File: src/rtl/if_fetch_unit_if.sv
// Instruction-cache read port shared between the fetch stage (master) and the cache (slave).
// One request stays asserted until the cache answers with a single i_ready pulse.
interface if_fetch_unit_if #(
    parameter int WORD_SIZE = 16
);
    logic                 i_readM;
    logic [WORD_SIZE-1:0] i_address;
    logic [WORD_SIZE-1:0] i_data;
    logic                 i_ready;

    modport master (
        output i_readM,
        output i_address,
        input  i_data,
        input  i_ready
    );

    modport slave (
        input  i_readM,
        input  i_address,
        output i_data,
        output i_ready
    );
endinterface

File: src/rtl/if_fetch_unit.sv
// Instruction-fetch stage: owns the fetch PC, issues I-cache reads, consults the
// combinational predictor and fills the IF/ID register, absorbing stalls and redirects.
module if_fetch_unit #(
    parameter int                   WORD_SIZE = 16,
    parameter logic [WORD_SIZE-1:0] RESET_PC  = '0
) (
    input  logic                 clk,
    input  logic                 reset_n,
    if_fetch_unit_if.master      icache,
    output logic [WORD_SIZE-1:0] pred_PC,
    output logic [WORD_SIZE-1:0] pred_instr,
    input  logic [WORD_SIZE-1:0] pred_nextPC,
    input  logic                 stall,
    input  logic                 forcePC,
    input  logic [WORD_SIZE-1:0] forcePCdata,
    output logic                 IF_ID_valid,
    output logic [WORD_SIZE-1:0] IF_ID_PC,
    output logic [WORD_SIZE-1:0] IF_ID_instr,
    output logic [WORD_SIZE-1:0] IF_ID_nextPC,
    output logic [15:0]          fetch_count
);

    typedef enum logic [1:0] {IDLE, REQ, HOLD, DRAIN} state_t;

    state_t               state, state_next;
    logic [WORD_SIZE-1:0] pc, pc_next;
    logic [WORD_SIZE-1:0] redirect_pc, redirect_pc_next;
    logic [WORD_SIZE-1:0] hold_instr, hold_instr_next;
    logic [WORD_SIZE-1:0] hold_next_pc, hold_next_pc_next;
    logic                 valid_next;
    logic [WORD_SIZE-1:0] id_pc_next, id_instr_next, id_next_pc_next;
    logic [15:0]          count_next;

    // A request stays on the bus in DRAIN so the cache is never left with an orphaned read.
    assign icache.i_readM   = (state == REQ) || (state == DRAIN);
    assign icache.i_address = pc;
    assign pred_PC          = pc;
    assign pred_instr       = icache.i_data;

    // NOTE: every variable driven here gets its hold value first, so no path infers a latch.
    always_comb begin
        state_next        = state;
        pc_next           = pc;
        redirect_pc_next  = redirect_pc;
        hold_instr_next   = hold_instr;
        hold_next_pc_next = hold_next_pc;
        valid_next        = IF_ID_valid;
        id_pc_next        = IF_ID_PC;
        id_instr_next     = IF_ID_instr;
        id_next_pc_next   = IF_ID_nextPC;
        count_next        = fetch_count;

        unique case (state)
            IDLE: state_next = REQ;

            REQ: begin
                if (forcePC) begin
                    valid_next = 1'b0;
                    if (icache.i_ready) begin
                        pc_next = forcePCdata;
                    end else begin
                        // PC keeps the in-flight address until the drain completes.
                        redirect_pc_next = forcePCdata;
                        state_next       = DRAIN;
                    end
                end else if (icache.i_ready && !stall) begin
                    valid_next      = 1'b1;
                    id_pc_next      = pc;
                    id_instr_next   = icache.i_data;
                    id_next_pc_next = pred_nextPC;
                    pc_next         = pred_nextPC;
                    count_next      = fetch_count + 16'd1;
                end else if (icache.i_ready) begin
                    hold_instr_next   = icache.i_data;
                    hold_next_pc_next = pred_nextPC;
                    state_next        = HOLD;
                end else if (!stall) begin
                    valid_next = 1'b0;
                end
            end

            HOLD: begin
                if (forcePC) begin
                    valid_next        = 1'b0;
                    hold_instr_next   = '0;
                    hold_next_pc_next = '0;
                    pc_next           = forcePCdata;
                    state_next        = REQ;
                end else if (!stall) begin
                    valid_next      = 1'b1;
                    id_pc_next      = pc;
                    id_instr_next   = hold_instr;
                    id_next_pc_next = hold_next_pc;
                    pc_next         = hold_next_pc;
                    count_next      = fetch_count + 16'd1;
                    state_next      = REQ;
                end
            end

            DRAIN: begin
                valid_next = 1'b0;
                if (icache.i_ready) begin
                    pc_next    = forcePC ? forcePCdata : redirect_pc;
                    state_next = REQ;
                end else if (forcePC) begin
                    redirect_pc_next = forcePCdata;
                end
            end

            default: state_next = IDLE;
        endcase
    end

    // NOTE: state registers use non-blocking assignments so all updates see pre-edge values.
    always_ff @(posedge clk) begin
        if (reset_n) begin
            state        <= IDLE;
            pc           <= RESET_PC;
            redirect_pc  <= '0;
            hold_instr   <= '0;
            hold_next_pc <= '0;
            IF_ID_valid  <= 1'b0;
            IF_ID_PC     <= '0;
            IF_ID_instr  <= '0;
            IF_ID_nextPC <= '0;
            fetch_count  <= '0;
        end else begin
            state        <= state_next;
            pc           <= pc_next;
            redirect_pc  <= redirect_pc_next;
            hold_instr   <= hold_instr_next;
            hold_next_pc <= hold_next_pc_next;
            IF_ID_valid  <= valid_next;
            IF_ID_PC     <= id_pc_next;
            IF_ID_instr  <= id_instr_next;
            IF_ID_nextPC <= id_next_pc_next;
            fetch_count  <= count_next;
        end
    end

endmodule

File: src/flat_wrapper.sv
// flat-port wrapper written by rule: the top's interface ports become plain ports
module if_fetch_unit_flat 
#(
    parameter int                   WORD_SIZE = 16,
    parameter logic [WORD_SIZE-1:0] RESET_PC  = '0
)
  (clk, reset_n, pred_PC, pred_instr, pred_nextPC, stall, forcePC, forcePCdata, IF_ID_valid, IF_ID_PC, IF_ID_instr, IF_ID_nextPC, fetch_count, icache_i_readM, icache_i_address, icache_i_data, icache_i_ready);
  if_fetch_unit_if #(.WORD_SIZE(WORD_SIZE)) icache_i ();
  input  logic clk;
  input  logic reset_n;
  output logic [WORD_SIZE-1:0] pred_PC;
  output logic [WORD_SIZE-1:0] pred_instr;
  input  logic [WORD_SIZE-1:0] pred_nextPC;
  input  logic stall;
  input  logic forcePC;
  input  logic [WORD_SIZE-1:0] forcePCdata;
  output logic IF_ID_valid;
  output logic [WORD_SIZE-1:0] IF_ID_PC;
  output logic [WORD_SIZE-1:0] IF_ID_instr;
  output logic [WORD_SIZE-1:0] IF_ID_nextPC;
  output logic [15:0] fetch_count;
  output wire logic [$bits(icache_i.i_readM)-1:0] icache_i_readM;
  output wire logic [$bits(icache_i.i_address)-1:0] icache_i_address;
  input wire logic [$bits(icache_i.i_data)-1:0] icache_i_data;
  input wire logic [$bits(icache_i.i_ready)-1:0] icache_i_ready;
  assign icache_i_readM = icache_i.i_readM;
  assign icache_i_address = icache_i.i_address;
  assign icache_i.i_data = icache_i_data;
  assign icache_i.i_ready = icache_i_ready;
  if_fetch_unit #(.WORD_SIZE(WORD_SIZE), .RESET_PC(RESET_PC)) u_core (.clk(clk), .reset_n(reset_n), .icache(icache_i), .pred_PC(pred_PC), .pred_instr(pred_instr), .pred_nextPC(pred_nextPC), .stall(stall), .forcePC(forcePC), .forcePCdata(forcePCdata), .IF_ID_valid(IF_ID_valid), .IF_ID_PC(IF_ID_PC), .IF_ID_instr(IF_ID_instr), .IF_ID_nextPC(IF_ID_nextPC), .fetch_count(fetch_count));
endmodule
File: config.mk
export PLATFORM = sky130hd
export DESIGN_NAME = if_fetch_unit_flat
export DESIGN_NICKNAME = d
export VERILOG_FILES = /design/src/rtl/if_fetch_unit_if.sv /design/src/rtl/if_fetch_unit.sv /design/src/flat_wrapper.sv
export SDC_FILE = /design/constraint.sdc
export NUM_CORES = 1
export LEC_CHECK = 0
export BUFFER_PORTS_ARGS = -buffer_cell sky130_fd_sc_hd__buf_2
export CELL_PAD_IN_SITES_DETAIL_PLACEMENT = 2
export CELL_PAD_IN_SITES_GLOBAL_PLACEMENT = 2
export CORE_UTILIZATION = 30
export CTS_BUF_LIST = sky130_fd_sc_hd__clkbuf_4 sky130_fd_sc_hd__clkbuf_8
export DETAILED_ROUTE_END_ITERATION = 8
export PLACE_DENSITY_LB_ADDON = 0.1
export SLEW_MARGIN = 20
export SYNTH_ARGS = -nofsm -noshare
export SYNTH_HDL_FRONTEND = slang
export SYNTH_SLANG_ARGS = --single-unit
File: constraint.sdc
create_clock -name clk -period 1.7 [get_ports clk]
set_input_delay 0.255 -clock clk [delete_from_list [all_inputs] [get_ports clk]]
set_output_delay 0.255 -clock clk [all_outputs]
set_load 0.005 [all_outputs]
Word-level counts from Yosys, hierarchy flattened
Index checks and enable logic that the tools add are counted.
{ "classes": {"mux": 54, "n_eq_ne": 22, "addsub": 1, "reduce_logical": 13} }
{ "ops": {"columns": ["cell", "count"], "rows": [
  ["$mux 16", 31],
  ["$pmux 16 s2", 7],
  ["$pmux 16 s3", 1],
  ["$ne 2x2->1 const B", 11],
  ["$reduce_and 5->1", 4],
  ["$ne 3x3->1 const B", 6],
  ["$add 16x1->16 const B", 1],
  ["$mux 2", 7],
  ["$ne 4x4->1 const B", 2],
  ["$pmux 2 s4", 1],
  ["$reduce_and 4->1", 2],
  ["$mux 1", 6],
  ["$eq 2x2->1 const B", 2],
  ["$reduce_bool 2->1", 2],
  ["$pmux 1 s3", 1],
  ["$reduce_bool 3->1", 1],
  ["$eq 2x1->1 const B", 1],
  ["$logic_not 2->1", 1],
  ["$logic_and 1x1->1", 1],
  ["$logic_not 1->1", 1],
  ["$logic_or 1x1->1", 1]
]} }
{ "word_totals": {"wordCells": 100, "out_inout_bits": 114, "regBits": 131, "inputBits": 53} }

Logic depth before layout (Yosys ltp)
Gate-level depths: netlist (run 1).
{ "logic_depth": {"depth_word": 5, "depth_mapped": 7, "ltp_nobuf": 5} }

Least setup slack after synthesis (run 1)
Ideal clock, no wire load.
{ "synth_path": {"kind": "in2reg", "start": "input port forcePC", "end": "register u_core.fetch_count[15]", "required_time_ns": 1.630, "cell_stages": 5, "setup_slack_ns": 0.172, "t_arrival_ns": 1.457, "path_cell_list": "buf_4 -> and4bb_2 -> o2111ai_4 -> or4_1 -> a21oi_1"} }
{ "synth_via": {"elab_chain_len": 2, "word_cells_on_any_way": 3} }
{ "synth_rtl": {"columns": ["item", "line_no", "text"], "rows": [
  ["start: declaration", "flat_wrapper.sv:15", "input logic forcePC;"],
  ["$ne 2x2->1 (no source line)", null, null],
  ["$reduce_and 5->1 (no source line) (*)", null, null],
  ["end signal: assignment", "if_fetch_unit.sv:137", "fetch_count <= count_next;"],
  ["end: declaration", "if_fetch_unit.sv:20", "output logic [15:0] fetch_count"]
]} }
Mark *: on every way between the ends. The rest lies on a longest branch, timed or not.
A chain may end at the register's enable or synchronous reset.

Final worst setup path (run 1)
{ "layout_path": {"start": "register u_core.state[1]", "end": "register u_core.hold_next_pc[12]"} }
{ "layout_via": {"elab_chain_len": 3, "word_cells_on_any_way": 9} }
{ "layout_rtl": {"columns": ["item", "line_no", "text"], "rows": [
  ["start: declaration", "if_fetch_unit.sv:25", "state_t state, state_next;"],
  ["start signal: assignment", "if_fetch_unit.sv:128", "state <= state_next;"],
  ["$eq 2x1->1 / $eq 2x2->1 (equally long branches)", "if_fetch_unit.sv:53", "unique case (state)"],
  ["$ne 2x2->1 (no source line) / $reduce_bool 2->1 (equally long branches)", null, null],
  ["$reduce_and 5->1 (no source line)", null, null],
  ["end signal: assignment", "if_fetch_unit.sv:132", "hold_next_pc <= hold_next_pc_next;"],
  ["end: declaration", "if_fetch_unit.sv:29", "logic [WORD_SIZE-1:0] hold_next_pc, hold_next_pc_next;"]
]} }
Several ways; a longest one is shown, not always the timed one.

==> impl_metrics.py, run 1 <==
metrics = {
    "run_status": {
        "run_status": "complete, no violations",
    },
    "logic_synthesis": {
        "synth_top_cell_area_share": 0.441,
        "synth.top_cells.by_area": "sky130_fd_sc_hd__dfxtp_1, sky130_fd_sc_hd__nand2_1, sky130_fd_sc_hd__a21oi_1, sky130_fd_sc_hd__a311oi_1, sky130_fd_sc_hd__buf_4",
        "synth.mux.area_fraction": 0.0276,
        "synthesized_area_per_cell_um2": 7.90,
        "synthDominantAreaCellType": "sky130_fd_sc_hd__dfxtp_1",
        "synthDistinctLibCells": 49,
        "syn-cell-area_um2": 5940,
        "synth_compound_gate_area_share": 0.216,
        "synthesis.nets": 806,
        "post_synth_inst_count": 752,
        "synth-edff-count": 0,
        "ys_async_sr_fraction": 0,
        "synth_top_family_by_area": "compound AO/OA/AOI/OAI gates",
        "ys_seq_elements": 131,
        "synth_sequential_area_ratio": 0.441,
        "synth_xor_xnor_area_share": 0.00737,
        "ys_warn_count": 0,
        "synth_simple_gate_area_share": 0.216,
        "synth-adder-area-share": 0.00379,
        "synth.cells.most_frequent": "sky130_fd_sc_hd__nand2_1, sky130_fd_sc_hd__dfxtp_1, sky130_fd_sc_hd__a21oi_1",
        "yosysMostFrequentCell": "sky130_fd_sc_hd__nand2_1",
        "dominantRegCellSynth": "sky130_fd_sc_hd__dfxtp_1",
    },
    "power_and_ir_drop": {
        "power_density_nw_per_um2": 1000,
        "power.clock.fraction": 0.459,
        "worst_ir_drop_vdd_uv": 451,
        "power.net_switching_uw": 1930,
        "seq_power_share": 0.431,
        "p_leak_uw": 0.00312,
        "power.share.combinational": 0.110,
        "power_report.internal_total_uw": 5620,
        "netSwitchingFraction": 0.255,
    },
    "floorplan": {
        "die_x_um": 143,
        "placementRows": 51,
        "die-area_um2": 20400,
        "floorplan.core_area_um2": 19500,
        "initial_standard_cell_utilization_of_the_core": 0.305,
        "fp.dieH_um": 143,
        "ios": 167,
    },
    "worst_setup_path": {
        "regToRegStartpoint": "u_core.state[1]$_SDFFE_PP0P_",
        "r2r_cells": 6,
        "cpPeakStageDelay_ns": 0.40,
        "critical_path_arrival_ns": 1.93,
        "cpMaxStageDelayCell": "sky130_fd_sc_hd__dfxtp_2",
        "critPathBufInv": 2,
        "critical_path.cell_chain": "and3b_2 > buf_4 > nand2b_1 > buf_12 > nand3_1 > a21oi_1",
        "timing.reg2reg.setup_slack_ns": 0.14,
        "worst_setup_path_start_kind": "register",
        "timing.critical_path.required_ns": 2.07,
        "cpLargestDelayFamily": "simple AND/OR/NAND/NOR gates",
        "critical_path_peak_fanout": 32,
        "worst_setup_path_end_kind": "register",
        "critPathKind": "reg -> reg",
        "worst-path-stages": 6,
        "reg2reg_to": "u_core.hold_next_pc[12]$_SDFFE_PP0P_",
    },
    "finish": {
        "final_cell_area_um2": 7540,
        "final_cell_count_no_fill": 1158,
        "layout-drive-gt1-share": 0.289,
        "postLayoutCoreUtil": 0.387,
        "signed_area_change_from_the_synthesized_netlist_to_the_final_layout_pct": 26.9,
        "diodes_inserted": 0,
        "finish.net_count": 934,
    },
    "grt": {
        "grt_max_degree": 72,
        "grt_pass1_vias": 6331,
        "grt_usage": 0.212,
        "antenna_violations_before_repair": 0,
        "global_route_wire_length_before_repair_um": 33400,
        "grt_overflow_total": 0,
    },
    "clocking": {
        "hold_buffers": 0,
        "clock_root_buffer": "sky130_fd_sc_hd__clkbuf_8",
        "clk_path_buf_depth": 2,
        "cts_made_buffers": 17,
        "tritoncts": "done",
        "clock_h_tree_levels": 4,
        "clock_sinks": 131,
        "clock_latency_ns": 0.45,
        "worst_setup_hold_path_clk_slew_ns": 0.08,
    },
    "detailed_routing": {
        "drt_pass1_iterations": 4,
        "route.final.wire_length_um": 21500,
        "ant_nets": 0,
        "drt-initial-drc-count": 192,
        "vias": 5955,
        "routedWlPerCell_um": 18.6,
        "vias_cell": 5.14,
        "drc_errors": 0,
    },
    "placement": {
        "gpl.final_weighted_congestion": 0.813,
        "hpwlAfterDp_um": 14500,
        "dp.cells": 1122,
        "io_buffer_count": 166,
        "dpl_cell_area_um2": 6960,
    },
    "timing": {
        "skew_ns": 0.0143,
        "totalNegativeSetupSlack_ns": 0,
        "slew_violations": 0,
        "period_minus_slack_ns": 1.56,
        "achievable-frequency_mhz": 639,
        "finalHoldViolCount": 0,
        "grt_setup_unrepaired": "false",
        "worst_max_slew_pin_slew_ns": 0.387,
        "setup_viol": 0,
        "worst_slew_margin_rel": 0.742,
        "min_period_over_period": 0.920,
    },
    "worst_hold_path": {
        "timing.hold.worst_endpoint": "u_core.redirect_pc[10]$_SDFFE_PP0P_",
        "holdCritStartpoint": "forcePCdata[10]",
        "holdCritPathClass": "in -> reg",
        "worstHoldPathCells": 3,
    },
    "job": {
        "drv_cap": 0,
    },
}
==> power groups by stage <==
stage | combinational, µW | clock (µW) | sequential (µW)
6_report | 831 | 3460 | 3260
5_1_grt | 915 | 3700 | 3270
4_1_cts | 828 | 3550 | 3260
3_5_place_dp | 819 | 0 | 3330
3_3_place_gp | 787 | 0 | 3320
2_1_floorplan | 479 | 0 | 3310
==> routing by layer <==
layer / track usage / vias to the layer above / share of wire
met1: 0.251 / 2980 / 0.44
met5: 0 / - / 0
met4: 0.0594 / 0 / 0.012
met2: 0.383 / 107 / 0.51
li1: - / 2851 / -
met3: 0.0463 / 17 / 0.036
==> cells in the final DEF (no fill, tap or decap), drive strengths merged, types with 4 or more instances in the layout <==
cell,count
a211oi,10
nand3,34
nand2,175
bufinv,7
or3,8
a21oi,109
o31ai,16
inv,5
and3,4
o21ai,12
buf,204
dfxtp,131
mux2i,13
nor2,53
nand2b,4
clkbuf,20
a311oi,32
o22ai,5
==> layout make-up <==
cell class	count	area, µm²
Sequential cell	131	2630
Inverter	4	15.0
Tap cell	265	332
Multi-Input combinational cell	521	2830
Clock inverter	13	253
Clock buffer	19	255
Fill cell	2264	11900
Timing Repair Buffer	205	1230
==> worst register-to-register path: stages, from the launching register on <==
cell and delay [ns]:
sky130_fd_sc_hd__dfxtp_2 0.40, sky130_fd_sc_hd__and3b_2 0.29, sky130_fd_sc_hd__buf_4 0.16, sky130_fd_sc_hd__nand2b_1 0.12, sky130_fd_sc_hd__buf_12 0.21, sky130_fd_sc_hd__nand3_1 0.12, sky130_fd_sc_hd__a21oi_1 0.19
==> how the worst max path moves through the flow <==
stage	slack, ns	start	endpoint
6_report	0.14	u_core.state[1]$_SDFFE_PP0P_	u_core.hold_next_pc[12]$_SDFFE_PP0P_
5_1_grt	0.003	u_core.fetch_count[1]$_SDFFE_PP0P_	u_core.fetch_count[14]$_SDFFE_PP0P_
3_3_place_gp	0.09	forcePC	u_core.fetch_count[15]$_SDFFE_PP0P_
2_1_floorplan	0.17	forcePC	u_core.fetch_count[15]$_SDFFE_PP0P_
4_1_cts	0.02	u_core.state[0]$_SDFFE_PP0P_	u_core.fetch_count[14]$_SDFFE_PP0P_
3_5_place_dp	0.002	u_core.state[0]$_SDFFE_PP0P_	u_core.fetch_count[12]$_SDFFE_PP0P_
==> sequential cells by signal, indices dropped and copies added, names as in the netlist <==
name                     flops
u_core.IF_ID_PC             16
u_core.IF_ID_instr          16
u_core.IF_ID_nextPC         16
u_core.fetch_count          16
u_core.hold_instr           16
u_core.hold_next_pc         16
u_core.icache.i_address     16
u_core.redirect_pc          16
u_core.state                 2
u_core.IF_ID_valid           1
==> logic make-up after synthesis <==
family	after synthesis
multiplexers	16
AO/OA/AOI/OAI	200
XOR/XNOR	5
flip-flops	131
adder cells (fa/ha/maj)	2
AND/OR/NAND/NOR	298
buffers and inverters	100
==> what timing repair did <==
| action | CTS | global route |
|---|---|---|
| resized for setup | 1 | 8 |
| gates cloned | 0 | 1 |
| pin swaps | 0 | 2 |
| endpoints found under the hold margin | 0 | 0 |
| setup buffers | 0 | 3 |
| setup endpoints to repair | 5 | 26 |
==> metrics by stage <==
step / hold WS [ns] / power (µW) / worst slack, ns
finish: 0.0643 / 7550 / 0.135
global route: 0.0440 / 7880 / 0.00313
CTS: 0.0415 / 7630 / 0.0195
detailed placement: 0.448 / 4150 / 0.00229
global placement: 0.440 / 4110 / 0.0888
floorplan: 0.391 / 3790 / 0.172
(Power assumes the default switching activity.)
==> inputs of run 2 (changes only) <==
--- a/config.mk
+++ b/config.mk
@@ -11,6 +11,7 @@
 export CORE_UTILIZATION = 30
 export CTS_BUF_LIST = sky130_fd_sc_hd__clkbuf_4 sky130_fd_sc_hd__clkbuf_8
 export DETAILED_ROUTE_END_ITERATION = 8
+export MAX_ROUTING_LAYER = met4
 export PLACE_DENSITY_LB_ADDON = 0.1
 export SLEW_MARGIN = 20
 export SYNTH_ARGS = -nofsm -noshare
==> run 2 against run 1 <==
Setup slack lost 0.0082 ns. Cell count is the same. Sequential cell count is the same. Worst hold slack worse by 0.0018 ns. Sequential share of layout area unchanged. Wire length hardly changed. Clock power about the same. Final area unchanged. Via count fell by 0.74%.
==> impl_metrics.py, run 2 (same netlist as run 1, synthesis figures left out) <==
metrics = {
    "clocking": {
        "clock_h_tree_levels": 4,
        "clock_latency_ns": 0.45,
        "hold_buffers": 0,
        "clock_sinks": 131,
        "clock_root_buffer": "sky130_fd_sc_hd__clkbuf_8",
        "tritoncts": "done",
        "cts_made_buffers": 17,
        "clk_path_buf_depth": 2,
        "worst_setup_hold_path_clk_slew_ns": 0.08,
    },
    "power_and_ir_drop": {
        "p_leak_uw": 0.00312,
        "design_power_total_uw": 7550,
        "worst_ir_drop_vdd_uv": 450,
        "power_density_nw_per_um2": 1000,
    },
    "worst_setup_path": {
        "critical_path_peak_fanout": 32,
        "cpMaxStageDelayCell": "sky130_fd_sc_hd__dfxtp_2",
        "timing.reg2reg.setup_slack_ns": 0.13,
        "critPathKind": "reg -> reg",
        "worst_setup_path_end_kind": "register",
        "timing.critical_path.required_ns": 2.07,
        "cpPeakStageDelay_ns": 0.40,
        "critical_path.cell_chain": "and3b_2 > buf_4 > nand2b_1 > buf_12 > nand3_1 > a21oi_1",
        "critPathBufInv": 2,
        "critical_path_arrival_ns": 1.94,
        "worst_setup_path_start_kind": "register",
        "cpLargestDelayFamily": "simple AND/OR/NAND/NOR gates",
    },
    "detailed_routing": {
        "vias": 5911,
        "drt_pass1_iterations": 5,
        "drc_errors": 0,
        "vias_cell": 5.10,
        "drt-initial-drc-count": 212,
        "routedWlPerCell_um": 18.6,
        "ant_nets": 0,
        "route.final.wire_length_um": 21500,
    },
    "timing": {
        "slew_violations": 0,
        "worst_max_slew_pin_slew_ns": 0.386,
        "totalNegativeSetupSlack_ns": 0,
        "achievable-frequency_mhz": 636,
        "min_period_over_period": 0.925,
        "skew_ns": 0.0138,
        "worst_slew_margin_rel": 0.743,
        "grt_setup_unrepaired": "false",
        "finalHoldViolCount": 0,
        "period_minus_slack_ns": 1.57,
        "setup_viol": 0,
    },
    "grt": {
        "grt_usage": 0.218,
        "grt_pass1_vias": 6334,
        "antenna_violations_before_repair": 0,
        "global_route_wire_length_before_repair_um": 33400,
        "grt_max_degree": 72,
        "grt_overflow_total": 0,
    },
    "placement": {
        "dp.cells": 1122,
        "hpwlAfterDp_um": 14500,
        "gpl.final_weighted_congestion": 0.825,
        "io_buffer_count": 166,
    },
    "finish": {
        "finish.net_count": 934,
        "signed_area_change_from_the_synthesized_netlist_to_the_final_layout_pct": 26.9,
        "layout-drive-gt1-share": 0.289,
        "layout_commonest_cell": "sky130_fd_sc_hd__nand2_1",
        "diodes_inserted": 0,
        "layout.cells.most_common_list": "sky130_fd_sc_hd__nand2_1, sky130_fd_sc_hd__buf_2, sky130_fd_sc_hd__dfxtp_1",
        "final_cell_count_no_fill": 1158,
    },
    "floorplan": {
        "initial_standard_cell_utilization_of_the_core": 0.305,
        "placementRows": 51,
        "fp.dieH_um": 143,
        "die-area_um2": 20400,
        "floorplan.core_area_um2": 19500,
        "ios": 167,
        "die_x_um": 143,
    },
    "run_status": {
        "run_status": "complete, no violations",
    },
    "worst_hold_path": {
        "holdCritPathClass": "in -> reg",
    },
    "job": {
        "drv_cap": 0,
    },
}
==> run 2: cell counts in the layout (fill, tap and decap cells not counted) <==
No cell type changed its count.
==> run 2: path summary, 6_finish.rpt <==
path / from / end / cells past startpoint
min: forcePCdata[10] / u_core.redirect_pc[10]$_SDFFE_PP0P_ / 3
max: u_core.state[1]$_SDFFE_PP0P_ / u_core.hold_next_pc[12]$_SDFFE_PP0P_ / 6
min reg2reg: u_core.IF_ID_PC[10]$_SDFFE_PP0P_ / u_core.IF_ID_PC[10]$_SDFFE_PP0P_ / 2
max reg2reg: u_core.state[1]$_SDFFE_PP0P_ / u_core.hold_next_pc[12]$_SDFFE_PP0P_ / 6
==> run 2: per-stage QoR <==
step / hold WS (ns) / utilization / setup WS, ns / cell area (µm²)
6_report: 0.0625 / 0.387 / 0.127 / 7540
5_1_grt: 0.0440 / 0.387 / 0.00313 / 7540
4_1_cts: 0.0415 / 0.384 / 0.0195 / 7470
3_5_place_dp: 0.448 / 0.358 / 0.00229 / 6960
3_3_place_gp: 0.440 / 0.358 / 0.0888 / 6960
2_1_floorplan: 0.391 / - / 0.172 / 5940
==> run 2: final cells by class <==
cell class,count,area [µm²]
flip-flops and latches,131,2630
multi-input cells,521,2830
repair buffers,205,1230
fillers,2264,11900
clock buffers,19,255
well taps,265,332
inverters,4,15.0
clock inverters,13,253
==> run 2: report_power, final <==
| part | internal (µW) | switching [µW] | leakage [µW] | total [µW] |
|---|---|---|---|---|
| combinational | 346 | 483 | 0.00181 | 829 |
| clock | 2100 | 1360 | 0.000250 | 3460 |
| sequential | 3170 | 84.9 | 0.00106 | 3260 |
==> run 2: tightest hold or removal path: stages <==
cell                      delay (ns)
sky130_fd_sc_hd__buf_2          0.10
sky130_fd_sc_hd__nand2_1        0.05
sky130_fd_sc_hd__a21oi_1        0.05
==> run 2: per-layer routing <==
layer / part of all wire / track usage
met5: 0 / -
met4: 0.012 / 0.0594
met3: 0.036 / 0.0459
met2: 0.51 / 0.383
met1: 0.44 / 0.250
==> run 2: timing repair <==
| action | CTS | global route |
|---|---|---|
| setup buffers | 0 | 3 |
| resized for setup | 1 | 8 |
| pin swaps | 0 | 2 |
| gates cloned | 0 | 1 |
| endpoints found under the setup margin | 5 | 26 |
